<file path="src/rtl/i2c_pkg.sv">
// Shared I2C definitions: transmit FSM states, frame limits and ACK polarity.
package i2c_pkg;

    localparam int unsigned MAX_BYTES = 4;

    localparam logic ACK  = 1'b0;
    localparam logic NACK = 1'b1;

    typedef enum logic [1:0] {
        TX_IDLE,
        TX_SHIFT,
        TX_ACKREL,
        TX_ACKWAIT
    } tx_state_e;

endpackage

</file>
<file path="src/rtl/i2c_tx_pingpong.sv">
// Two-entry ping-pong frame store for the I2C transmit shifter.
module i2c_tx_pingpong
    import i2c_pkg::*;
#(
    parameter int unsigned DW = 32
) (
    input  logic          clk,
    input  logic          rst,
    input  logic [DW-1:0] wr_data,
    input  logic [3:0]    wr_size,
    input  logic          wr_en,
    input  logic          rd_free,
    output logic [DW-1:0] rd_data,
    output logic [3:0]    rd_size,
    output logic          rd_full,
    output logic          wr_ready
);

    logic [DW-1:0] data_q [2];
    logic [DW-1:0] data_d [2];
    logic [3:0]    size_q [2];
    logic [3:0]    size_d [2];
    logic [1:0]    full_q;
    logic [1:0]    full_d;
    logic          wr_q;
    logic          wr_d;
    logic          rd_q;
    logic          rd_d;

    // Write and free use separate pointers; a write only targets an empty
    // slot and a free only a full one, so both may act in the same cycle.
    always_comb begin
        data_d = data_q;
        size_d = size_q;
        full_d = full_q;
        wr_d   = wr_q;
        rd_d   = rd_q;
        if (wr_en) begin
            data_d[wr_q] = wr_data;
            size_d[wr_q] = wr_size;
            full_d[wr_q] = 1'b1;
            wr_d         = ~wr_q;
        end
        if (rd_free) begin
            full_d[rd_q] = 1'b0;
            rd_d         = ~rd_q;
        end
    end

    always_ff @(posedge clk) begin
        if (rst) begin
            data_q[0] <= '0;
            data_q[1] <= '0;
            size_q[0] <= '0;
            size_q[1] <= '0;
            full_q    <= '0;
            wr_q      <= 1'b0;
            rd_q      <= 1'b0;
        end else begin
            data_q <= data_d;
            size_q <= size_d;
            full_q <= full_d;
            wr_q   <= wr_d;
            rd_q   <= rd_d;
        end
    end

    assign rd_data  = data_q[rd_q];
    assign rd_size  = size_q[rd_q];
    assign rd_full  = full_q[rd_q];
    assign wr_ready = ~full_q[wr_q];

endmodule

</file>
<file path="src/rtl/i2c_tx_shift.sv">
// I2C transmit shifter: serialises queued frames MSB-first onto SDA and
// evaluates the slave ACK after every byte.
module i2c_tx_shift
    import i2c_pkg::*;
#(
    parameter int unsigned MAX_BYTES = i2c_pkg::MAX_BYTES,
    parameter int unsigned CNT_W     = 7
) (
    input  logic                   clk,
    input  logic                   rst,
    input  logic [MAX_BYTES*8-1:0] TXData,
    input  logic [3:0]             Size,
    input  logic                   LoadTXD,
    output logic                   TXReady,
    output logic                   SizeErr,
    input  logic                   StartTX,
    input  logic                   ShiftEn,
    input  logic                   AckSample,
    input  logic                   AckIn,
    output logic                   TXOut,
    output logic                   TXBusy,
    output logic [CNT_W-1:0]       TXcount,
    output logic                   ByteDone,
    output logic                   FrameDone,
    output logic                   NackErr
);

    localparam int unsigned DW    = MAX_BYTES * 8;
    localparam int unsigned IDX_W = $clog2(DW);

    tx_state_e        state_q, state_d;
    logic             txout_q, txout_d;
    logic             busy_q, busy_d;
    logic [CNT_W-1:0] count_q, count_d;
    logic             byte_done_q, byte_done_d;
    logic             frame_done_q, frame_done_d;
    logic             nack_err_q, nack_err_d;
    logic             size_err_q, size_err_d;

    logic             size_bad;
    logic             load_ok;
    logic             free;
    logic [CNT_W-1:0] bit_idx;
    logic [DW-1:0]    rd_data;
    logic [3:0]       rd_size;
    logic             rd_full;
    logic             tx_ready;

    i2c_tx_pingpong #(
        .DW (DW)
    ) u_pingpong (
        .clk      (clk),
        .rst      (rst),
        .wr_data  (TXData),
        .wr_size  (Size),
        .wr_en    (load_ok),
        .rd_free  (free),
        .rd_data  (rd_data),
        .rd_size  (rd_size),
        .rd_full  (rd_full),
        .wr_ready (tx_ready)
    );

    always_comb begin
        state_d      = state_q;
        txout_d      = txout_q;
        busy_d       = busy_q;
        count_d      = count_q;
        byte_done_d  = 1'b0;
        frame_done_d = 1'b0;
        nack_err_d   = 1'b0;
        free         = 1'b0;

        size_bad   = (Size == 4'd0) || (Size > 4'(MAX_BYTES));
        load_ok    = LoadTXD && tx_ready && !size_bad;
        size_err_d = LoadTXD && size_bad;
        bit_idx    = count_q - CNT_W'(1);

        case (state_q)
            TX_IDLE: begin
                txout_d = 1'b1;
                if (StartTX && rd_full) begin
                    state_d = TX_SHIFT;
                    busy_d  = 1'b1;
                    count_d = CNT_W'({rd_size, 3'b000});
                end
            end
            TX_SHIFT: begin
                if (ShiftEn) begin
                    txout_d = rd_data[bit_idx[IDX_W-1:0]];
                    count_d = bit_idx;
                    if (bit_idx[2:0] == 3'd0) begin
                        state_d = TX_ACKREL;
                    end
                end
            end
            TX_ACKREL: begin
                if (ShiftEn) begin
                    txout_d = 1'b1;
                    state_d = TX_ACKWAIT;
                end
            end
            TX_ACKWAIT: begin
                // AckSample has priority; a coincident ShiftEn is dropped.
                if (AckSample) begin
                    if (AckIn == ACK) begin
                        byte_done_d = 1'b1;
                        if (count_q == '0) begin
                            frame_done_d = 1'b1;
                            free         = 1'b1;
                            busy_d       = 1'b0;
                            state_d      = TX_IDLE;
                        end else begin
                            state_d = TX_SHIFT;
                        end
                    end else begin
                        nack_err_d = 1'b1;
                        free       = 1'b1;
                        count_d    = '0;
                        busy_d     = 1'b0;
                        txout_d    = 1'b1;
                        state_d    = TX_IDLE;
                    end
                end
            end
            default: begin
                state_d = TX_IDLE;
            end
        endcase
    end

    always_ff @(posedge clk) begin
        if (rst) begin
            state_q      <= TX_IDLE;
            txout_q      <= 1'b1;
            busy_q       <= 1'b0;
            count_q      <= '0;
            byte_done_q  <= 1'b0;
            frame_done_q <= 1'b0;
            nack_err_q   <= 1'b0;
            size_err_q   <= 1'b0;
        end else begin
            state_q      <= state_d;
            txout_q      <= txout_d;
            busy_q       <= busy_d;
            count_q      <= count_d;
            byte_done_q  <= byte_done_d;
            frame_done_q <= frame_done_d;
            nack_err_q   <= nack_err_d;
            size_err_q   <= size_err_d;
        end
    end

    assign TXReady   = tx_ready;
    assign SizeErr   = size_err_q;
    assign TXOut     = txout_q;
    assign TXBusy    = busy_q;
    assign TXcount   = count_q;
    assign ByteDone  = byte_done_q;
    assign FrameDone = frame_done_q;
    assign NackErr   = nack_err_q;

endmodule

</file>
<file path="config.mk">
export PLATFORM = sky130hd
export DESIGN_NAME = i2c_tx_shift
export DESIGN_NICKNAME = d
export VERILOG_FILES = /design/src/rtl/i2c_pkg.sv /design/src/rtl/i2c_tx_pingpong.sv /design/src/rtl/i2c_tx_shift.sv
export SDC_FILE = /design/constraint.sdc
export NUM_CORES = 1
export LEC_CHECK = 0
export BUFFER_PORTS_ARGS = -buffer_cell sky130_fd_sc_hd__buf_2
export CAP_MARGIN = 20
export CORE_ASPECT_RATIO = 0.6
export CORE_MARGIN = 4
export CORE_UTILIZATION = 57
export CTS_CLUSTER_DIAMETER = 100
export DETAILED_ROUTE_END_ITERATION = 10
export PLACE_DENSITY = 0.87
export SLEW_MARGIN = 15
export SYNTH_ARGS = -nofsm -noshare
export SYNTH_HDL_FRONTEND = slang
export SYNTH_SLANG_ARGS = --single-unit
</file>
<file path="constraint.sdc">
create_clock -name clk -period 3.1 [get_ports clk]
set_clock_uncertainty 0.1 [all_clocks]
set_input_delay 0.31 -clock clk [delete_from_list [all_inputs] [get_ports clk]]
set_output_delay 0.31 -clock clk [all_outputs]
set_load 0.02 [all_outputs]
</file>
[Word level (Yosys, flattened, before mapping)]
Cells that the tools add are included.
Word-level totals
  register bits: 91
  output and inout port bits: 14
  input port bits: 43
Operators by class
  mux-type cells: 53
  reduce and logical (&&, ||, !) cells: 21
  equality and inequality tests: 10
  bitwise logic cells: 10
  magnitude comparators: 9
  add/subtract/negate cells: 1
Operator list (count)
  2-to-1 mux 32 bit: 4
  bitwise mux 64 bit: 1
  demux 32 bit (select 1 bit): 1
  2-to-1 mux 7 bit: 4
  2-to-1 mux 1 bit: 22
  case mux 7 bit (3 select lines): 1
  2-to-1 mux 2 bit: 8
  2-to-1 mux 4 bit: 4
  != test 2 bit (second input constant): 6
  AND reduction 5 bit: 2
  bitwise mux 8 bit: 1
  case mux 2 bit (4 select lines): 1
  AND reduction 4 bit: 2
  logical AND 1 bit: 7
  logical NOT 7 bit: 1
  subtractor 7 x 1 -> 7 bit (second input constant): 1
  less-than comparator 5 x 6 -> 1 bit (second input constant): 1
  binary-select mux 1 bit (select 5 bit): 1
  inverter 1 bit: 5
  demux 4 bit (select 1 bit): 1
  equality test 2 bit (second input constant): 2
  greater-or-equal comparator 2 bit (second input constant): 2
  greater-than comparator 4 x 3 -> 1 bit (second input constant): 1
  logical NOT 4 bit: 1
  20 further kinds: 24

[Logic depth before layout (Yosys ltp)]
  depth after elaboration: 8
  depth in mapped cells: 8
  depth with buffers taken out: 7

[Hierarchy]
A second synthesis with hierarchy kept.
Unflattened totals
  cell total of the unflattened synthesis: 471
  area total of the unflattened synthesis: 4924.7 sq um
Modules (own cells, without submodules)
  i2c_tx_pingpong: cells each 333, times used 1, area each 3602.2 sq um, sequential area each 1521.5 sq um
  i2c_tx_shift: cells each 138, times used 1, area each 1322.5 sq um, sequential area each 300.3 sq um

[Worst setup path before layout]
OpenSTA, ideal clock, no wires.
  path type: register -> register
  from: register count_q[0] (netlist: TXcount[0])
  to: register txout_q (netlist: TXOut)
  setup time: 0.137 ns
  path slack: 0.456 ns
  stages on the path, launching flop included: 9
  arrival: 2.407 ns
  cell sequence: dfxtp_1 > clkinv_1 > ha_1 > clkbuf_1 > mux4_2 > nand2_1 > a31oi_1 > a311oi_1 > o221ai_1
Between the ends
  cells in the longest elaborated chain, start to end: 5
RTL lines
  start: declaration: line i2c_tx_shift.sv:34  | logic [CNT_W-1:0] count_q, count_d;
  start signal: assignment: line i2c_tx_shift.sv:146  | count_q <= count_d;
  subtractor 7 x 1 -> 7 bit: line i2c_tx_shift.sv:77  | bit_idx = count_q - CNT_W'(1);
  binary-select mux 1 bit (select 5 bit): line i2c_tx_shift.sv:90  | txout_d = rd_data[bit_idx[IDX_W-1:0]];
  2-to-1 mux 1 bit (implied by the code): line i2c_tx_shift.sv:90
  2-to-1 mux 1 bit: line i2c_tx_shift.sv:89  | if (ShiftEn) begin
  case mux 1 bit (4 select lines): line i2c_tx_shift.sv:79  | case (state_q)
  end signal: assignment: line i2c_tx_shift.sv:144  | txout_q <= txout_d;
  end: declaration: line i2c_tx_shift.sv:32  | logic txout_q, txout_d;
No other way between the ends. The select of a mux whose other input is x is not followed.
A chain may end at the register's enable or synchronous reset.

[Worst setup path after layout]
  from: register count_q[0] (netlist: TXcount[0])
  to: register state_q[0]
Between the ends
  cells in the longest elaborated chain, start to end: 5
RTL lines
  branches (longest 5 deep; another with subtractor 7 x 1 -> 7 bit)
  end signal: assignment: line i2c_tx_shift.sv:143  | state_q <= state_d;
  end: declaration: line i2c_tx_shift.sv:31  | tx_state_e state_q, state_d;
Parallel ways; which one is timed is not known. The select of a mux whose other input is x is not followed.

==> impl_metrics.toml <==
[timing]
hold_viol = 0
setup_viol = 0
period_share_pct = 85.6
layout_min_cycle_time_ns = 2.65
rsz0062_at_grt = "no"
worst_pin_slew_ns = 0.985
clock.fmax_mhz = 377
max_slew_margin_pct = 33.7
slew_viol_final = 0
setup_tns_ns = 0

[placement]
hpwl_um = 7140
place.gp.congestion = 0.902
io_buffers = 56
placedCellCount = 610

[synthesis]
syn_area_mm2 = 0.00409
synthXorXnorAreaFrac_pct = 1.07
synth_nets = 541
synth-simple-area-share_pct = 21.0
synth_compound_area_share_pct = 15.6
synth-seq-cells = 91
async_flop_share_pct = 0
synthMuxAreaShare_pct = 11.5
synth_cell_types = 48
synth_top_family_by_area = "simple AND/OR/NAND/NOR gates"
synth_top_area_cell = "dfxtp_1"
yosysWarnings = 0
ys_top_cells_by_area = "dfxtp_1, nand2_1, a21oi_1, mux4_2, mux2i_1"
synth_edf_count = 0
synth_cells = 491
yosys.area_share.adder_pct = 2.14
syn_avg_cell_area_um2 = 8.34
yosysSeqAreaShare_pct = 44.5
ys.flop_type = "dfxtp_1"
synth_top_area_share_pct = 44.5

[floorplanning]
die-area_mm2 = 0.00864
die_h_um = 73.6
start_util_pct = 60.0
row_count = 23
io_pins = 57
core_mm2 = 0.00682
die_w_um = 117

[critical_path]
reg2reg_slack_ns = 0.45
cp_max_fo = 8
crit_type = "reg2reg"
r2r_start = "TXcount[0]$_SDFFE_PP0P_"
worstPathArrival_ns = 2.79
start_kind = "flip-flop"
worst_setup_path_end_kind = "flip-flop"
required_ns = 3.24
worst-r2r-cell-count = 7
worstReg2RegEnd = "state_q[0]$_SDFFE_PP0P_"

[cts]
h-tree-depth = 3
cts_tree = "yes"
clock_latency_ns = 0.34
root_buffer = "clkbuf_16"
clockBufferDepth = 2
post_cts_buffers = 0
cts_num_sinks = 91
cts_buffers = 9
cts.clk_slew.worst_paths_ns = 0.06
cts-resized-gates = 0
cts_hold_buf = 0

[detailed_routing]
wl_um = 10400
dr_total_vias = 3709
detail_route.drc_violations = 0
dr.pass1.iters = 5
ant_nets = 0
routedWlPerCell_um = 16.6
via_per_inst = 5.93
drtIter0Drc = 502

[outcome]
status = "finished clean"

[grt]
grt_antenna_before_repair = 0
grt_max_degree = 39
overflow = 0
grt_pass1_vias = 3380
grtUsageTotal_pct = 25.0
grt_pass1_wl_um = 16700

[power_and_ir_drop]
p_per_area_mw_per_mm2 = 611
leakagePower_nw = 1.63
peakVddDrop_v = 0.000374

[cells_and_area]
drive_gt1_share_pct = 17.7
layout.nets = 584
layout.cells.non_filler = 625
area_growth_pct = 14.2
antenna_cells = 0
n_fill_cell = 543

[job]
maxCapViolCount = 0

[worst_hold_path]
hold_path_depth = 3
holdCritPathClass = "in2reg"
hp-start = "TXData[18]"
hold_path_end = "u_pingpong.data_q[18]$_SDFFE_PP0P_"
[area by class of cell]
class | count | area (um^2) | area share [%]
repair buffers | 66 | 355 | 7.60
well taps | 87 | 109 | 2.33
flip-flops and latches | 91 | 1820 | 39.0
inverters | 7 | 26.3 | 0.562
clock inverters | 3 | 15.0 | 0.321
clock buffers | 12 | 246 | 5.27
multi-input cells | 359 | 2100 | 44.9
[registers in the layout (all words and copies together), names as in the netlist, 2 cells and up]
name               cells
u_pingpong.data_q     64
u_pingpong.size_q      8
TXcount                7
state_q                2
u_pingpong.full_q      2
[through the flow]
step           total power [mW]  util, %  instance area [um^2]  setup slack, ns  hold WS (ns)
6_report                   2.86     68.6                  4680            0.446         0.116
5_1_grt                    2.97     68.6                  4680            0.284         0.106
4_1_cts                    2.86     68.6                  4680            0.477         0.104
3_5_place_dp               1.88     64.7                  4410            0.492         0.342
3_3_place_gp               1.85     64.7                  4410            0.685         0.341
2_1_floorplan              1.71        -                  4090            0.456         0.298
[routing by layer]
metal | GRT usage, % | wire length (um) | vias to the layer above | part of all wire [%]
met4 | 7.28 | 117 | 0 | 1.1
met1 | 32.6 | 4520 | 1739 | 43
met3 | 7.77 | 923 | 12 | 8.9
met2 | 40.8 | 4840 | 185 | 47
li1 | - | - | 1773 | -
met5 | 0 | 0 | - | 0
[cell usage after synthesis, types with 2 or more instances]
library cell and count:
a2111oi_0 2, a211oi_1 5, a21oi_1 80, a221oi_1 4
a311oi_1 2, a31oi_1 3, buf_1 3, buf_2 6
clkbuf_1 23, dfxtp_1 91, ha_1 7, inv_1 6
mux2i_1 22, mux4_2 10, nand2_1 147, nand3_1 4
nor2_1 12, nor2b_1 6, nor3_1 12, nor3b_1 7
nor4_1 2, o21ai_0 8, xnor2_1 2, xor2_1 3
[worst max-delay path by stage]
stage	startpoint	endpoint	slack (ns)	cells after the start
final	TXcount[0]$_SDFFE_PP0P_	state_q[0]$_SDFFE_PP0P_	0.45	7
after detailed placement	TXcount[0]$_SDFFE_PP0P_	state_q[0]$_SDFFE_PP0P_	0.49	7
after global routing	TXcount[0]$_SDFFE_PP0P_	state_q[0]$_SDFFE_PP0P_	0.28	7
after CTS	TXcount[0]$_SDFFE_PP0P_	state_q[0]$_SDFFE_PP0P_	0.48	7
after floorplan	TXcount[0]$_SDFFE_PP0P_	TXOut$_SDFFE_PP1P_	0.46	8
after global placement	TXcount[0]$_SDFFE_PP0P_	state_q[0]$_SDFFE_PP0P_	0.69	7
[cell families after synthesis]
| group | Yosys count |
|---|---|
| flops | 91 |
| simple gates | 201 |
| xor+xnor | 5 |
| fa+ha+maj | 7 |
| buf+inv | 41 |
| compound gates | 112 |
| mux | 34 |
[power breakdown]
group	switching [mW]	internal [mW]	total (mW)	leakage [nW]
Combinational	0.370	0.231	0.601	0.762
Clock	0.427	0.557	0.984	0.132
Sequential	0.0543	1.22	1.27	0.737
Total	0.851	2.01	2.86	1.63
[layout by cell type, fill, tap and decap left out, types with 2 or more instances in the layout]
| cell type | instances |
|---|---|
| nand3_1 | 4 |
| a2111oi_0 | 2 |
| a21oi_1 | 80 |
| xor2_1 | 3 |
| clkbuf_16 | 9 |
| nor4_1 | 2 |
| inv_1 | 6 |
| ha_1 | 7 |
| a211oi_1 | 5 |
| mux2i_1 | 22 |
| buf_4 | 10 |
| nor3_1 | 12 |
| clkbuf_1 | 2 |
| o21ai_0 | 8 |
| nor3b_1 | 7 |
| xnor2_1 | 2 |
| a31oi_1 | 3 |
| nor2b_1 | 6 |
| buf_2 | 56 |
| a311oi_1 | 2 |
| nand2_1 | 147 |
| nor2_1 | 12 |
| dfxtp_1 | 90 |
| a221oi_1 | 4 |
| mux4_2 | 10 |
| clkinv_2 | 3 |
[worst max-delay path, stage by stage (launching register included)]
cell and delay [ns]:
dfxtp_1 0.33, clkinv_1 0.26, ha_1 0.40, xnor2_1 0.41
nand2_1 0.11, a211oi_1 0.42, o21ai_0 0.18, a221oi_1 0.33
No activity file was read; power rests on OpenSTA's default activity.
